### config.mk
export PLATFORM = sky130hd
export DESIGN_NAME = multi_cycle_top
export DESIGN_NICKNAME = d
export VERILOG_FILES = /design/src/rtl/rv_mc_pkg.sv /design/src/rtl/mc_control_fsm.sv /design/src/rtl/multi_cycle_top.sv
export SDC_FILE = /design/constraint.sdc
export NUM_CORES = 2
export LEC_CHECK = 0
export CAP_MARGIN = 20
export CELL_PAD_IN_SITES_DETAIL_PLACEMENT = 2
export CELL_PAD_IN_SITES_GLOBAL_PLACEMENT = 2
export CORE_MARGIN = 2
export CORE_UTILIZATION = 43
export DETAILED_ROUTE_END_ITERATION = 6
export GPL_ROUTABILITY_DRIVEN = 0
export PLACE_DENSITY = 0.78
export SETUP_SLACK_MARGIN = 0.5
export SLEW_MARGIN = 5
export SYNTH_ARGS = -nofsm -noshare
export SYNTH_HDL_FRONTEND = slang
export SYNTH_SLANG_ARGS = --single-unit
### constraint.sdc
create_clock -name clk -period 5.7 [get_ports clk]
set_input_delay 0.855 -clock clk [delete_from_list [all_inputs] [get_ports clk]]
set_output_delay 0.855 -clock clk [all_outputs]
set_load 0.1 [all_outputs]
### src/rtl/rv_mc_pkg.sv
// Shared types for the multi-cycle RV32 subset core: FSM states, opcodes, ALU ops.
package rv_mc_pkg;

    localparam int XLEN_DEF = 32;

    typedef enum logic [2:0] {
        S_FETCH  = 3'd0,
        S_DECODE = 3'd1,
        S_EXEC   = 3'd2,
        S_MEM    = 3'd3,
        S_WB     = 3'd4,
        S_TRAP   = 3'd5
    } state_t;

    localparam logic [6:0] OP_R   = 7'b0110011;
    localparam logic [6:0] OP_I   = 7'b0010011;
    localparam logic [6:0] OP_LW  = 7'b0000011;
    localparam logic [6:0] OP_SW  = 7'b0100011;
    localparam logic [6:0] OP_BEQ = 7'b1100011;

    typedef enum logic [2:0] {
        OPC_R, OPC_I, OPC_LW, OPC_SW, OPC_BEQ, OPC_BAD
    } opclass_t;

    typedef enum logic [2:0] {
        ALU_ADD, ALU_SUB, ALU_AND, ALU_OR, ALU_SLT
    } alu_op_t;

    function automatic opclass_t decode_op(input logic [6:0] op);
        case (op)
            OP_R:    decode_op = OPC_R;
            OP_I:    decode_op = OPC_I;
            OP_LW:   decode_op = OPC_LW;
            OP_SW:   decode_op = OPC_SW;
            OP_BEQ:  decode_op = OPC_BEQ;
            default: decode_op = OPC_BAD;
        endcase
    endfunction

    // Address generation for lw/sw is a plain add; unlisted funct3 also fall back to add.
    function automatic alu_op_t alu_sel(input opclass_t opc, input logic [2:0] f3, input logic f7b5);
        alu_sel = ALU_ADD;
        if (opc == OPC_R || opc == OPC_I) begin
            case (f3)
                3'b000:  alu_sel = (opc == OPC_R && f7b5) ? ALU_SUB : ALU_ADD;
                3'b010:  alu_sel = ALU_SLT;
                3'b110:  alu_sel = ALU_OR;
                3'b111:  alu_sel = ALU_AND;
                default: alu_sel = ALU_ADD;
            endcase
        end
    endfunction

endpackage

### src/rtl/mc_control_fsm.sv
// Control sequencer: one state register plus registered bus/retire/trap strobes.
module mc_control_fsm
    import rv_mc_pkg::*;
(
    input  logic       clk,
    input  logic       rst,
    input  logic       i_mem_ready,
    input  logic [2:0] i_opclass,
    output logic [2:0] o_state,
    output logic       o_mem_req,
    output logic       o_mem_we,
    output logic       o_retire,
    output logic       o_trap
);

    state_t   r_state;
    state_t   w_next;
    opclass_t w_opc;
    logic     r_mem_req, r_mem_we, r_retire, r_trap;
    logic     w_xfer, w_done;

    assign w_opc  = opclass_t'(i_opclass);
    assign w_xfer = r_mem_req & i_mem_ready;

    always_comb begin
        w_next = r_state;
        w_done = 1'b0;
        case (r_state)
            S_FETCH:  if (w_xfer) w_next = S_DECODE;
            S_DECODE: w_next = (w_opc == OPC_BAD) ? S_TRAP : S_EXEC;
            S_EXEC: begin
                case (w_opc)
                    OPC_R, OPC_I:   w_next = S_WB;
                    OPC_LW, OPC_SW: w_next = S_MEM;
                    OPC_BEQ: begin
                        w_next = S_FETCH;
                        w_done = 1'b1;
                    end
                    default:        w_next = S_TRAP;
                endcase
            end
            S_MEM: begin
                if (w_xfer) begin
                    w_next = (w_opc == OPC_SW) ? S_FETCH : S_WB;
                    w_done = (w_opc == OPC_SW);
                end
            end
            S_WB: begin
                w_next = S_FETCH;
                w_done = 1'b1;
            end
            S_TRAP:   w_next = S_TRAP;
            default:  w_next = S_FETCH;
        endcase
    end

    // mem_req comes up one cycle after reset release, so the first fetch
    // cycle out of reset is a request-setup cycle with the bus idle.
    always_ff @(posedge clk or negedge rst) begin
        if (!rst) begin
            r_state   <= S_FETCH;
            r_mem_req <= 1'b0;
            r_mem_we  <= 1'b0;
            r_retire  <= 1'b0;
            r_trap    <= 1'b0;
        end else begin
            r_state   <= w_next;
            r_mem_req <= (w_next == S_FETCH) || (w_next == S_MEM);
            r_mem_we  <= (w_next == S_MEM) && (w_opc == OPC_SW);
            r_retire  <= w_done;
            r_trap    <= (w_next == S_TRAP);
        end
    end

    assign o_state   = r_state;
    assign o_mem_req = r_mem_req;
    assign o_mem_we  = r_mem_we;
    assign o_retire  = r_retire;
    assign o_trap    = r_trap;

endmodule

### src/rtl/multi_cycle_top.sv
// Multi-cycle RV32 subset core: datapath registers and register file around mc_control_fsm.
module multi_cycle_top
    import rv_mc_pkg::*;
#(
    parameter int              XLEN     = XLEN_DEF,
    parameter logic [XLEN-1:0] RESET_PC = '0,
    parameter int              NREGS    = 32
) (
    input  logic            clk,
    input  logic            rst,
    output logic            mem_req,
    output logic            mem_we,
    output logic [XLEN-1:0] mem_addr,
    output logic [XLEN-1:0] mem_wdata,
    input  logic            mem_ready,
    input  logic [XLEN-1:0] mem_rdata,
    output logic [XLEN-1:0] PC_Out,
    output logic [XLEN-1:0] Result_Out,
    output logic            retire,
    output logic            trap
);

    localparam int RW = (NREGS > 1) ? $clog2(NREGS) : 1;

    logic [XLEN-1:0] r_pc, r_ir_pc, r_a, r_b, r_imm, r_aluout, r_mdr, r_result;
    logic [31:0]     r_ir;
    logic [XLEN-1:0] r_regs [NREGS];

    logic [2:0]        w_state_raw;
    state_t            w_state;
    opclass_t          w_opclass;
    alu_op_t           w_alu_op;
    logic              w_xfer;
    logic [RW-1:0]     w_rs1, w_rs2, w_rd;
    logic signed [31:0] w_imm32;
    logic [XLEN-1:0]   w_alu_b, w_alu_y, w_wb_data;

    assign w_state   = state_t'(w_state_raw);
    assign w_opclass = decode_op(r_ir[6:0]);
    assign w_alu_op  = alu_sel(w_opclass, r_ir[14:12], r_ir[30]);
    assign w_xfer    = mem_req & mem_ready;
    assign w_rs1     = r_ir[15 +: RW];
    assign w_rs2     = r_ir[20 +: RW];
    assign w_rd      = r_ir[7 +: RW];
    assign w_alu_b   = (w_opclass == OPC_R) ? r_b : r_imm;
    assign w_wb_data = (w_opclass == OPC_LW) ? r_mdr : r_aluout;

    mc_control_fsm u_ctrl (
        .clk         (clk),
        .rst         (rst),
        .i_mem_ready (mem_ready),
        .i_opclass   (w_opclass),
        .o_state     (w_state_raw),
        .o_mem_req   (mem_req),
        .o_mem_we    (mem_we),
        .o_retire    (retire),
        .o_trap      (trap)
    );

    always_comb begin
        w_imm32 = {{20{r_ir[31]}}, r_ir[31:20]};
        if (w_opclass == OPC_SW)
            w_imm32 = {{20{r_ir[31]}}, r_ir[31:25], r_ir[11:7]};
        else if (w_opclass == OPC_BEQ)
            w_imm32 = {{20{r_ir[31]}}, r_ir[7], r_ir[30:25], r_ir[11:8], 1'b0};
    end

    always_comb begin
        w_alu_y = r_a + w_alu_b;
        case (w_alu_op)
            ALU_SUB: w_alu_y = r_a - w_alu_b;
            ALU_AND: w_alu_y = r_a & w_alu_b;
            ALU_OR:  w_alu_y = r_a | w_alu_b;
            ALU_SLT: w_alu_y = ($signed(r_a) < $signed(w_alu_b)) ? XLEN'(1) : '0;
            default: ;
        endcase
    end

    // r_ir_pc keeps the fetch address because r_pc has already moved on by EXEC.
    always_ff @(posedge clk or negedge rst) begin
        if (!rst) begin
            r_pc     <= RESET_PC;
            r_ir_pc  <= RESET_PC;
            r_ir     <= '0;
            r_a      <= '0;
            r_b      <= '0;
            r_imm    <= '0;
            r_aluout <= '0;
            r_mdr    <= '0;
            r_result <= '0;
            for (int i = 0; i < NREGS; i++) r_regs[i] <= '0;
        end else begin
            case (w_state)
                S_FETCH: begin
                    if (w_xfer) begin
                        r_ir    <= 32'(mem_rdata);
                        r_ir_pc <= r_pc;
                        r_pc    <= r_pc + XLEN'(4);
                    end
                end
                S_DECODE: begin
                    r_a   <= r_regs[w_rs1];
                    r_b   <= r_regs[w_rs2];
                    r_imm <= XLEN'(w_imm32);
                end
                S_EXEC: begin
                    r_aluout <= w_alu_y;
                    if (w_opclass == OPC_BEQ && r_a == r_b) r_pc <= r_ir_pc + r_imm;
                end
                S_MEM: begin
                    if (w_xfer && !mem_we) r_mdr <= mem_rdata;
                end
                S_WB: begin
                    if (w_rd != '0) r_regs[w_rd] <= w_wb_data;
                    r_result <= w_wb_data;
                end
                default: ;
            endcase
        end
    end

    assign mem_addr   = (w_state == S_MEM) ? r_aluout : r_pc;
    assign mem_wdata  = r_b;
    assign PC_Out     = r_pc;
    assign Result_Out = r_result;

endmodule

==> results by group <==
Timing
  • Setup_tns: 0 ns
  • RSZ-0062 raised after global routing: false
  • Fmax: 206 MHz
  • Clock skew: 0.0326 ns
  • Period utilization: 85.2%
  • Slew HR: 18.4%
  • Setup-failing EPs final: 0
  • Slew Limit Fails: 0
  • Fin worst setup slack: 0.841 ns
  • Final hold violations: 0
  • Tightest Pin Transition: 1.22 ns
  • Final period demand of the worst path: 4.86 ns

Global routing
  • Global-route wire length before repair: 435000 um
  • Antenna violations before repair: 16
  • GRT busiest layer: met2
  • Grt met3 use: 6.41%
  • GRT Total Usage: 35.3%
  • Vias in the first global route: 62981
  • GR Util met1: 46.0%
  • Remaining Overflow, GRT: 0
  • Largest net degree at the start of global routing: 173
  • Met2 Use GR: 57.3%

Clock tree
  • Clk Latency, worst-skew pair: 0.82 ns
  • CTS tree: yes
  • Post-CTS Setup Bufs: 0
  • Clock sink count: 1300
  • Clk slew on worst S/H paths: 0.06 ns
  • CTS buffer count: 150
  • Clock root buffer: clkbuf_16
  • Clock Path Buffers: 3
  • H-tree depth: 4

Die
  • DIE AREA: 166000 um2
  • Core area: 162000 um2
  • Die height: 407 um
  • Die W: 407 um
  • I/O Pins: 167
  • Initial core utilization: 43.2%
  • Cell row count: 148

Placement
  • Port Buf Inserts: 166
  • Post-DP HPWL: 178000 um
  • Setup Slack @ Placement: 0.513 ns

Hold path
  • Hold path cells: 0
  • Hold Crit Class: reg -> reg

Yosys
  • Synth area leaders: dfrtp_1 (46%), mux4_2 (21%), o21ai_0 (6.7%)
  • Synth Area in Compound Gates: 12.6%
  • Post-synth EDFFs: 0
  • Most numerous cell in the Yosys netlist: dfrtp_1
  • Post-Syn Instances: 6413
  • Post-synthesis xor/xnor area fraction: 0.888%
  • Cell variety after synth: 94
  • Post-Syn Nets: 6580
  • Top post-synthesis cells by count: dfrtp_1 (1300), nand2_1 (1170), o21ai_0 (943)
  • Synth Flop Type: dfrtp_1
  • Syn Area/Cell: 10.9 um2
  • Sequential-to-total area share from yosys stat: 46.5%
  • Yosys reg bits: 1300
  • Combinational family with the most area after synthesis: multiplexers
  • Synth top area share: 46.5%
  • Mapped cell area: 70000 um2
  • Async set or reset register ratio after synthesis: 100%
  • Post-Synth Simple-Gate Area: 10.3%
  • Yosys top cell by area: dfrtp_1
  • Synth Area in Adders: 2.39%
  • Post-synthesis mux area share: 23.4%
  • Warnings, synthesis: 0

Power and ir drop
  • Combinational share of power: 41.6%
  • Clk pwr share: 24.2%
  • Switching Share: 43.6%
  • Power Density: 524 nW/um2
  • VDD IR-drop max: 383 uV
  • LEAKAGE: 33.7 nW
  • Net Sw Power: 18.2 mW
  • Sequential share of power: 34.2%
  • Int Pwr: 23.5 mW

Route
  • Initial DRC count: 5548
  • Routed via count: 56791
  • DRC viols: 0
  • WL final: 293000 um
  • Final ANT Viol Nets: 0
  • Drt first pass iters: 6
  • DR WL/cell: 34.1 um
  • DR vias/cell: 6.62

Critical path
  • Worst setup path class: reg -> reg
  • R2r setup slk: 0.84 ns
  • Critical path required time: 6.37 ns
  • Worst Path Arrival: 5.53 ns
  • R2R cell count: 17
  • CP Capture Type: register
  • CP max FO: 16
  • Crit-path cells: nor4_4 > and3_4 > buf_4 > buf_4 > a21o_1 > inv_1 > ha_1 > inv_1 > a211oi_1 > o21bai_1 > a21o_1 > a21oi_1 > nand3_1 > a21bo_1 > and3_1 > nor4_1 > o21ai_1
  • Worst path max stage delay: 0.51 ns
  • Critical Path Slowest Stage Cell: ha_1
  • Worst Setup Start Kind: register

Layout
  • Area growth from synthesis to layout: 13.8%
  • Fraction of layout cells with a size suffix above 1: 19.5%
  • Nets: 6450
  • Final core utilization: 49.1%

Run status
  • Status: complete, no violations

Flow run
  • Max_cap viols: 0
[cells in the final DEF (no fill, tap or decap), types with 48 or more instances in the layout]
master           count
inv_1              101
a21oi_1            406
mux2i_1             69
a21o_1              58
dfrtp_1           1289
nor2_1             405
buf_4              107
nand2_1           1156
o21ai_0            943
mux2_2              85
ha_1               129
clkbuf_8            48
clkbuf_16          154
clkdlybuf4s50_1    164
mux4_2             640
[per-layer routing]
layer / share of wire [%] / routed length (um) / up-vias
met5: 0.044 / 130 / -
met4: 5.1 / 14900 / 18
met3: 6.9 / 20200 / 766
met2: 48 / 141000 / 2406
met1: 40 / 117000 / 30815
li1: - / - / 22786
[registers in the layout, summed over array words and instances, names as in the netlist]
register,count
r_ir_pc,32
r_imm,13
r_ir,32
PC_Out,32
u_ctrl.o_mem_we,1
mem_wdata,32
r_regs,1024
u_ctrl.o_retire,1
r_a,32
u_ctrl.o_trap,1
u_ctrl.o_mem_req,1
r_aluout,32
Result_Out,32
u_ctrl.o_state,3
r_mdr,32
[metrics by stage]
| step | hold WS [ns] | power, mW | cells | area, um2 |
|---|---|---|---|---|
| final | 0.401 | 41.7 | 8577 | 79600 |
| after global routing | 0.411 | 43.3 | 8575 | 79600 |
| after CTS | 0.0217 | 41.4 | 8561 | 79400 |
| after detailed placement | 0.384 | 31.0 | 8294 | 74300 |
| after global placement | 0.376 | 30.0 | 8286 | 74100 |
| after floorplan | 0.440 | 24.3 | 6413 | 70000 |
[power by group through the flow]
stage | clock [mW] | combinational, mW | sequential, mW
3_3_place_gp | 0 | 16.1 | 13.9
2_1_floorplan | 0 | 10.7 | 13.6
4_1_cts | 10.2 | 17.1 | 14.1
6_report | 10.1 | 17.4 | 14.3
3_5_place_dp | 0 | 16.8 | 14.2
5_1_grt | 10.5 | 18.4 | 14.4
[logic make-up after synthesis]
kind of cell / after synthesis
DFF: 1300
muxes: 826
buffers and inverters: 705
AOI/OAI and AO/OA: 1595
adders and majority gates: 132
and+or+nand+nor: 1784
xor gates and xnor gates: 71
[worst paths after layout]
check | to | from
setup / recovery | r_aluout[27]$_DFFE_PN0P_ | r_ir[3]$_DFFE_PN0P_
hold / removal | r_regs[1011]$_DFFE_PN0P_ | r_regs[1011]$_DFFE_PN0P_
setup reg to reg | r_aluout[27]$_DFFE_PN0P_ | r_ir[3]$_DFFE_PN0P_
hold reg to reg | r_regs[1011]$_DFFE_PN0P_ | r_regs[1011]$_DFFE_PN0P_
max in group asynchronous | r_regs[112]$_DFFE_PN0P_ | rst
min in group asynchronous | PC_Out[19]$_DFFE_PN0P_ | rst
[worst max-delay path: cells and delay by family, from the launching register on]
kind	cells	cell delay (ns)
compound gates	7	1.50
fa+ha+maj	1	0.51
buf+inv	4	0.72
flops	1	0.47
simple gates	5	1.55
[cell type report]
| class | instances | area (um2) |
|---|---|---|
| inverter | 101 | 379 |
| sequential | 1300 | 32600 |
| timing repair buffer | 322 | 3490 |
| multi-input combinational | 4408 | 35400 |
| antenna | 4 | 10.0 |
| clock inverter | 33 | 422 |
| tap | 2175 | 2720 |
| fill | 15873 | 82600 |
| clock buffer | 234 | 4630 |
[repair_timing]
| action | in CTS | in global routing |
|---|---|---|
| cloned | 0 | 0 |
| gates resized for setup | 1 | 3 |
| hold endpoints to repair | 0 | 3 |
| pin swaps | 0 | 0 |
| endpoints found under the setup margin | 2 | 8 |
| hold buffers | 0 | 1 |
Power figures use the tool's default switching activity.
